[config.mk]
export PLATFORM = sky130hd
export DESIGN_NAME = instr_encode
export DESIGN_NICKNAME = d
export VERILOG_FILES = /design/src/rtl/instr_encode.sv
export SDC_FILE = /design/constraint.sdc
export NUM_CORES = 1
export LEC_CHECK = 0
export BUFFER_PORTS_ARGS = -buffer_cell sky130_fd_sc_hd__buf_2
export CAP_MARGIN = 20
export CORE_AREA = 2 2 73 93
export DETAILED_ROUTE_END_ITERATION = 7
export DIE_AREA = 0 0 75 95
export GPL_TIMING_DRIVEN = 1
export HOLD_SLACK_MARGIN = 0.15
export PLACE_DENSITY = 0.73
export SKIP_CTS_REPAIR_TIMING = 1
export SLEW_MARGIN = 15
export SYNTH_ARGS = -nofsm -noshare
export SYNTH_HDL_FRONTEND = slang
export SYNTH_SLANG_ARGS = --single-unit
[constraint.sdc]
create_clock -name clk -period 2.3 [get_ports clk]
set_clock_uncertainty 0.1 [all_clocks]
set_input_delay 0.345 -clock clk [delete_from_list [all_inputs] [get_ports clk]]
set_output_delay 0.345 -clock clk [all_outputs]
set_load 0.1 [all_outputs]
[src/rtl/instr_encode.sv]
// Instruction-field encoder: packs R/I/D/B field bundles into machine words
// and streams them as sequential writes into instruction memory.
module instr_encode #(
    parameter int INSTR_LEN = 32,
    parameter int MEM_WORDS = 64,
    parameter int BASE_ADDR = 0,
    localparam int CW = $clog2(MEM_WORDS + 1)
) (
    input  logic                 clk,
    input  logic                 rst,
    input  logic                 clear,
    input  logic                 in_valid,
    output logic                 in_ready,
    input  logic [1:0]           fmt,
    input  logic [10:0]          opcode,
    input  logic [4:0]           rm_num,
    input  logic [4:0]           rn_num,
    input  logic [4:0]           rd_num,
    input  logic [5:0]           shamt,
    input  logic [8:0]           address,
    input  logic [25:0]          imm,
    output logic                 wr_en,
    output logic [31:0]          wr_addr,
    output logic [INSTR_LEN-1:0] wr_data,
    output logic [CW-1:0]        count,
    output logic                 full
);

    typedef enum logic [1:0] {
        IDLE  = 2'd0,
        WRITE = 2'd1,
        FULL  = 2'd2
    } state_t;

    localparam logic [1:0] FMT_R = 2'd0;
    localparam logic [1:0] FMT_I = 2'd1;
    localparam logic [1:0] FMT_D = 2'd2;
    localparam logic [1:0] FMT_B = 2'd3;

    state_t                 r_state;
    state_t                 w_state_next;
    logic [CW-1:0]          r_count;
    logic [CW-1:0]          w_count_next;
    logic [INSTR_LEN-1:0]   r_data;
    logic [31:0]            w_enc;
    logic                   w_accept;
    logic                   w_last;

    always_comb begin
        w_enc = '0;
        unique case (fmt)
            FMT_R: w_enc = {opcode, rm_num, shamt, rn_num, rd_num};
            FMT_I: w_enc = {opcode[10:1], imm[11:0], rn_num, rd_num};
            FMT_D: w_enc = {opcode, address, 2'b00, rn_num, rd_num};
            FMT_B: w_enc = {opcode[10:5], imm};
            default: w_enc = '0;
        endcase
    end

    assign in_ready = (r_state == IDLE) && !clear && !rst;
    assign w_accept = in_valid && in_ready;
    assign w_last   = (r_count == CW'(MEM_WORDS - 1));

    always_comb begin
        w_state_next = r_state;
        w_count_next = r_count;
        unique case (r_state)
            IDLE: begin
                if (w_accept) w_state_next = WRITE;
            end
            WRITE: begin
                w_count_next = r_count + 1'b1;
                w_state_next = w_last ? FULL : IDLE;
            end
            FULL: w_state_next = FULL;
            default: w_state_next = IDLE;
        endcase
        // clear abandons any pending write and restarts the address sequence
        if (clear) begin
            w_state_next = IDLE;
            w_count_next = '0;
        end
    end

    always_ff @(posedge clk) begin
        if (rst) begin
            r_state <= IDLE;
            r_count <= '0;
            r_data  <= '0;
        end else begin
            r_state <= w_state_next;
            r_count <= w_count_next;
            if (w_accept) r_data <= INSTR_LEN'(w_enc);
        end
    end

    assign wr_en   = (r_state == WRITE) && !clear && !rst;
    assign wr_addr = 32'(BASE_ADDR) + (32'(r_count) << 2);
    assign wr_data = r_data;
    assign count   = r_count;
    assign full    = (r_count == CW'(MEM_WORDS));

endmodule

Yosys cells after proc, flatten, opt, wreduce, memory -nomap -nowiden
Cells that the tools add are included.

Bits in registers: 41. Input port bits: 73. Logic and storage cells: 26.

Add/sub/neg operators: 1. Equal/unequal tests: 8. Multiplexer cells: 4. Reduce and logical (&&, ||, !) cells: 10.

Operators by type and width (count): 32-bit one-hot mux with 4 select lines (1); 7-bit by 1-bit adder with 7-bit output (second input constant) (1); 7-bit by 6-bit == test with 1-bit output (second input constant) (1); 7-bit == test (second input constant) (1); 2-bit == test (second input constant) (3); 2-bit one-hot mux with 3 select lines (1); 1-bit logical AND (5); 2-bit by 1-bit == test with 1-bit output (second input constant) (2); 2-bit logical NOT (2); 2-bit 2-to-1 mux (2); 1-bit logical NOT (2); 2-bit inequality test (second input constant) (1); 2-bit OR reduction (1).

Logic depth before layout (Yosys ltp)
Gate-level depths: netlist of run 1.

Depth in word-level cells: 6. Gate-level depth with buffers: 7. Gate-level depth less buffers: 4.

Least setup slack after synthesis of run 1
Ideal clock, no wire load.

Kind: reg2out. From: register r_count[0] (netlist: count[0]). To: output port full. Arrival: 3818 ps. Required time: 1855 ps. Setup slack: -1963 ps. Stages on the path, launching flop included: 5. Buffers on the path: 0. Cell sequence: dfxtp_1 -> inv_1 -> ha_1 -> or4b_2 -> nor3b_1.

Longest elaborated chain between the ends: 1.

Ends and longest elaborated chain: start: declaration (line 42) `logic [CW-1:0] r_count;`; start signal: assignment (line 92) `r_count <= w_count_next;`; 7-bit == test (line 101) `assign full = (r_count == CW'(MEM_WORDS));`; end: declaration (line 26) `output logic full`.

No other way between the ends.

Final worst setup path of run 1
Ends and elaborated chain as after synthesis.

==> results of run 1 <==
metrics by stage:
stage | cells | utilization | hold WS [ns] | cell area (sq um)
after floorplan | 288 | - | 0.389 | 2540
after global routing | 454 | 0.487 | 0.195 | 3080
after global placement | 446 | 0.470 | 0.358 | 2970
after detailed placement | 446 | 0.470 | 0.366 | 2970
after CTS | 454 | 0.486 | 0.186 | 3070
final | 454 | 0.487 | 0.192 | 3080
power groups by stage:
| stage | Clock, W | Combinational, W | Sequential (W) |
|---|---|---|---|
| after floorplan | 0 | 0.000394 | 0.000944 |
| final | 0.000530 | 0.000657 | 0.000747 |
| after detailed placement | 0 | 0.000658 | 0.000764 |
| after CTS | 0.000540 | 0.000659 | 0.000747 |
| after global routing | 0.000576 | 0.000689 | 0.000751 |
| after global placement | 0 | 0.000651 | 0.000763 |
layout by cell type (no fill, tap or decap), types with 5 or more instances in the layout:
master	n
dfxtp_1	36
conb_1	25
a21oi_1	34
clkbuf_8	7
o21ai_0	17
buf_4	5
nor2_1	6
nand3_1	30
mux4_2	9
a311oi_2	12
nand2_1	17
buf_2	118
final timing paths:
| path | slack (ns) | endpoint | startpoint |
|---|---|---|---|
| setup / recovery | 0.08 | full | count[0]$_SDFFE_PP0N_ |
| setup reg to reg | 0.39 | wr_data[21]$_SDFFE_PP0P_ | r_state[1]$_SDFFE_PP0P_ |
| hold / removal | 0.19 | wr_data[26]$_SDFFE_PP0P_ | opcode[5] |
| hold reg to reg | 0.38 | wr_data[26]$_SDFFE_PP0P_ | wr_data[26]$_SDFFE_PP0P_ |
flip-flops by register name (all words and copies together) (netlist names):
| signal | cells |
|---|---|
| wr_data | 32 |
| count | 7 |
| r_state | 2 |
cells by family (layout without fill, tap and decap cells):
family | after synthesis | in the layout | share of synthesized area
buffers and inverters | 60 | 139 | 0.165
other | 1 | 25 | 0.00155
AOI/OAI and AO/OA | 75 | 75 | 0.223
muxes | 14 | 14 | 0.106
DFF | 41 | 41 | 0.338
adders and majority gates | 2 | 2 | 0.0103
xor gates and xnor gates | 2 | 2 | 0.00722
and+or+nand+nor | 69 | 69 | 0.150
area by class of cell:
class / count / area [sq um]
Clock buffer: 7 / 96.3
Timing Repair Buffer: 126 / 688
Fill cell: 650 / 3240
Sequential cell: 41 / 832
Tap cell: 87 / 109
Clock inverter: 1 / 5.00
Inverter: 5 / 31.3
Multi-Input combinational cell: 187 / 1310
worst max-delay path, stage by stage (launching register included):
cell	delay, ns
dfxtp_4	0.37
inv_2	0.06
ha_1	0.14
or4b_4	0.47
nor3b_4	0.24
buf_12	0.20
routing by layer:
layer  vias to the layer above  GRT usage  routed length [um]
li1                       1102          -                   -
met1                      1055      0.217                2590
met2                        87      0.303                3240
met3                        12     0.0502                 535
met4                         0     0.0580                 107
met5                         -          0                   0
==> metrics.txt, run 1 <==
switching pwr=between 0.0007 and 0.0008 W; fin crit period=roughly 2.2 ns; initial antenna violation count=0; Initial Util=0.384; fmax=451 MHz; row count=33; Cell variety after synth=38; Die H=around 95 um; switching share of power=0.408; cell taking the most area after synthesis=dfxtp_1; sequential area share after synthesis=0.338; Max Cap Viol=0; Crit Path Class=reg -> out; CP Launch Type=register; Ys Warns=0; setup violators final=0; most frequent cells after synthesis=41 x dfxtp_1, 34 x a21oi_1, 33 x buf_4; Netlist Area Pre-Place=between 2000 and 2500 sq um; Post-synth EDFFs=0; Final Cycle Share=0.965; RSZ-0062 raised after global routing=false; run status=completed; wire per inst=14.3 um; CP required=between 1.5 and 2 ns; WP data arrival=1.77 ns; vias in the first global route=2120; fin nets=441; Primary FF master, synth=dfxtp_1; CTS tree=built; die footprint=7130 sq um; DR vias/cell=4.97; type of the worst min-delay path=in -> reg; LEAKAGE=1.38 nW; Crit. End Element=output pin; post-route setup slack=between 0.08 and 0.09 ns; Synth Register Bits=between 40 and 50; Total GRT Usage=0.180; Synth Instances=264; pin count of the biggest net entering global routing=34; CTS Sinks=41; critical-path maximum fanout=5; Hold Vio Cnt, Final=0; clk_lat worst skew=roughly 0.3 ns; Mean Syn Cell Area=9.19 sq um; worst slew pin tran=0.606 ns; share of layout cells above drive strength 1=0.477; Comb power frac=0.340; post-route ant nets=0; R2R depth=3; post-synth top area share=0.338; diodes inserted=0; Internal=0.00114 W; wire length of the first global-routing pass=slightly below 10 mm; clock buffer depth=2; Port Buffer Count=roughly 120; Reg clk slew, reported paths=around 0.080 ns; Ports=147; Routed Wire Length=between 6 and 7 mm; CTS Buf Count=5; layout overhead on the synthesized area=26.8%; Remaining DRCs=0; synth top area cells=dfxtp_1 34%, buf_4 10%, mux4_2 8.4%; dpl hpwl=4.85 mm; grt ovf=0; pre-CTS WS=0.270 ns; Routability Congestion=0.762; Core Box Area=6320 sq um; Flop pwr share=0.386; TNS Setup=0 ns; Overall Power=slightly below 0.002 W; VDD IR max=0.249 mV; most frequent cell after synthesis=dfxtp_1; CTS HTree Levels=2; initial detailed-routing violation count=89; Die Width=approximately 75 um; Max Slew Vio Count=0; Relative slew margins=0.596; vias=2256; Async SR Flop Fraction=0; clock power share=0.274; first-pass detailed-route iteration total=4; CTS Root Cell=clkbuf_8; worst hold path depth=3; Pwr Density=629 nW/um^2
No activity file was read; power rests on OpenSTA's default activity.
==> run 2, diff against run 1 <==
Settings changed: CTS_BUF_LIST set to sky130_fd_sc_hd__clkbuf_16, GPL_TIMING_DRIVEN 1 to unset.
==> run 2 against run 1 <==
Effect of this change:
- sequential share of layout area is 0.27 points lower
- utilization is 0.50 points higher
- count of clock-buffer cells in the layout is 2 lower
- flip-flop and latch count stayed put
- critical path type unchanged
- largest cell class unchanged
- largest power group unchanged
- highest routed layer unchanged
==> metrics.txt, run 2 (same netlist as run 1, synthesis figures left out) <==
Routed Wire Length=6.50 mm; row count=33; initial detailed-routing violation count=120; run status=completed; post-route ant nets=0; critical-path maximum fanout=32; Die H=95 um; Multi-input gate area=roughly 1300 sq um; clk_lat worst skew=between 0.2 and 0.3 ns; switching share of power=0.384; Final Cycle Share=0.958; CTS Buf Count=5; vias=2259; Hold Vio Cnt, Final=0; DR vias/cell=4.98; diodes inserted=0; die footprint=7130 sq um; WP data arrival=1.76 ns; CTS HTree Levels=2; type of the worst min-delay path=in -> reg; worst slew pin tran=0.615 ns; initial antenna violation count=0; TNS Setup=0 ns; Worst Hold Launch=opcode[5]; CP Launch Point=r_state[0]$_SDFFE_PP0P_; Seq. cell area=832 sq um; vias in the first global route=2133; fin crit period=2.20 ns; Crit Path Class=reg -> out; commonest non-fill, non-tap cells in the layout=118 x buf_2, 36 x dfxtp_1, 34 x a21oi_1; worst-path cell chain=or4_4, inv_8, buf_12; Internal=approximately 0.0013 W; CP required=1.86 ns; wire length of the first global-routing pass=9.89 mm; Max Cap Viol=0; CTS Sinks=41; CTS tree=built; Remaining DRCs=0; reg2reg start=r_state[0]$_SDFFE_PP0P_; pin count of the biggest net entering global routing=34; layout overhead on the synthesized area=28.1%; Pwr Density=662 nW/um^2; Max Slew Vio Count=0; Die Width=75 um; wire per inst=14.3 um; CTS Root Cell=clkbuf_16; dpl hpwl=4.85 mm; VDD IR max=0.327 mV; LEAKAGE=between 1 and 1.5 nW; post-route cell area=3110 sq um; grt ovf=0; Comb power frac=0.320; setup violators final=0; share of layout cells above drive strength 1=0.471; clock buffer depth=2; Reg clk slew, reported paths=0.06 ns; crit-path max cell delay=a little under 0.7 ns; slowest CP cell=or4_4; clock power share=0.316; Total GRT Usage=0.180; switching pwr=0.000790 W; RSZ-0062 raised after global routing=false; Initial Util=0.384; max reg flops=32; Port Buffer Count=121; post-route setup slack=0.0971 ns; Worst path top cell family by delay=simple AND/OR/NAND/NOR gates; Flop pwr share=0.364; Relative slew margins=0.590; Routability Congestion=0.762; Buf/Inv on CP=2; Core Box Area=6320 sq um; WHS=between 0.2 and 0.25 ns; Crit. End Element=output pin; fin nets=around 440; first-pass detailed-route iteration total=4; fmax=approximately 450 MHz; Post-Place Cell Area=2970 sq um; Final Core Density=0.492; Ports=147; CP Launch Type=register; filler instances=~650; pre-CTS WS=0.270 ns; commonest non-fill, non-tap cell in the layout=buf_2
run 2: cell types whose count changed in the layout (fill, tap and decap cells not counted):
cell	before	now
clkinv_8	1	0
inv_8	0	1
clkbuf_8	7	0
clkinv_1	0	2
clkbuf_16	0	5
run 2: power by group through the flow:
stage          combinational (W)  clock (W)  sequential (W)
2_1_floorplan           0.000394          0        0.000944
3_3_place_gp            0.000651          0        0.000763
3_5_place_dp            0.000658          0        0.000764
4_1_cts                 0.000660   0.000673        0.000748
5_1_grt                 0.000689   0.000709        0.000751
6_report                0.000658   0.000650        0.000748
run 2: per-layer routing:
metal  GRT usage  vias up  wire length [um]
met3      0.0502        6               558
li1            -     1101                 -
met1       0.216     1058              2550
met2       0.312       94              3320
met4      0.0446        0                63
met5           0        -                 0
run 2: path summary, 6_finish.rpt:
path              cells past startpoint                       end  slack [ns]
setup / recovery                      3                  in_ready         0.1
hold / removal                        3  wr_data[26]$_SDFFE_PP0P_        0.22
setup reg to reg                      3  wr_data[21]$_SDFFE_PP0P_        0.40
hold reg to reg                       2  wr_data[26]$_SDFFE_PP0P_        0.37
run 2: per-stage QoR:
stage / instances / total power [W]
after global placement: 446 / 0.00141
final: 454 / 0.00206
after global routing: 454 / 0.00215
after CTS: 454 / 0.00208
after detailed placement: 446 / 0.00142
after floorplan: 288 / 0.00134
run 2: worst reg2reg max path, delay by kind of cell, from the launching register on:
| kind | cells | cell delay [ns] |
|---|---|---|
| multiplexers | 1 | 0.37 |
| AND/OR/NAND/NOR | 2 | 0.96 |
| flip-flops | 1 | 0.37 |
run 2: final cells by class:
cell class,count,share of cell area
Multi-Input combinational cell,187,0.423
Sequential cell,41,0.268
Timing Repair Buffer,126,0.222
Clock buffer,5,0.0403
Tap cell,87,0.0350
Inverter,5,0.00846
Clock inverter,3,0.00403
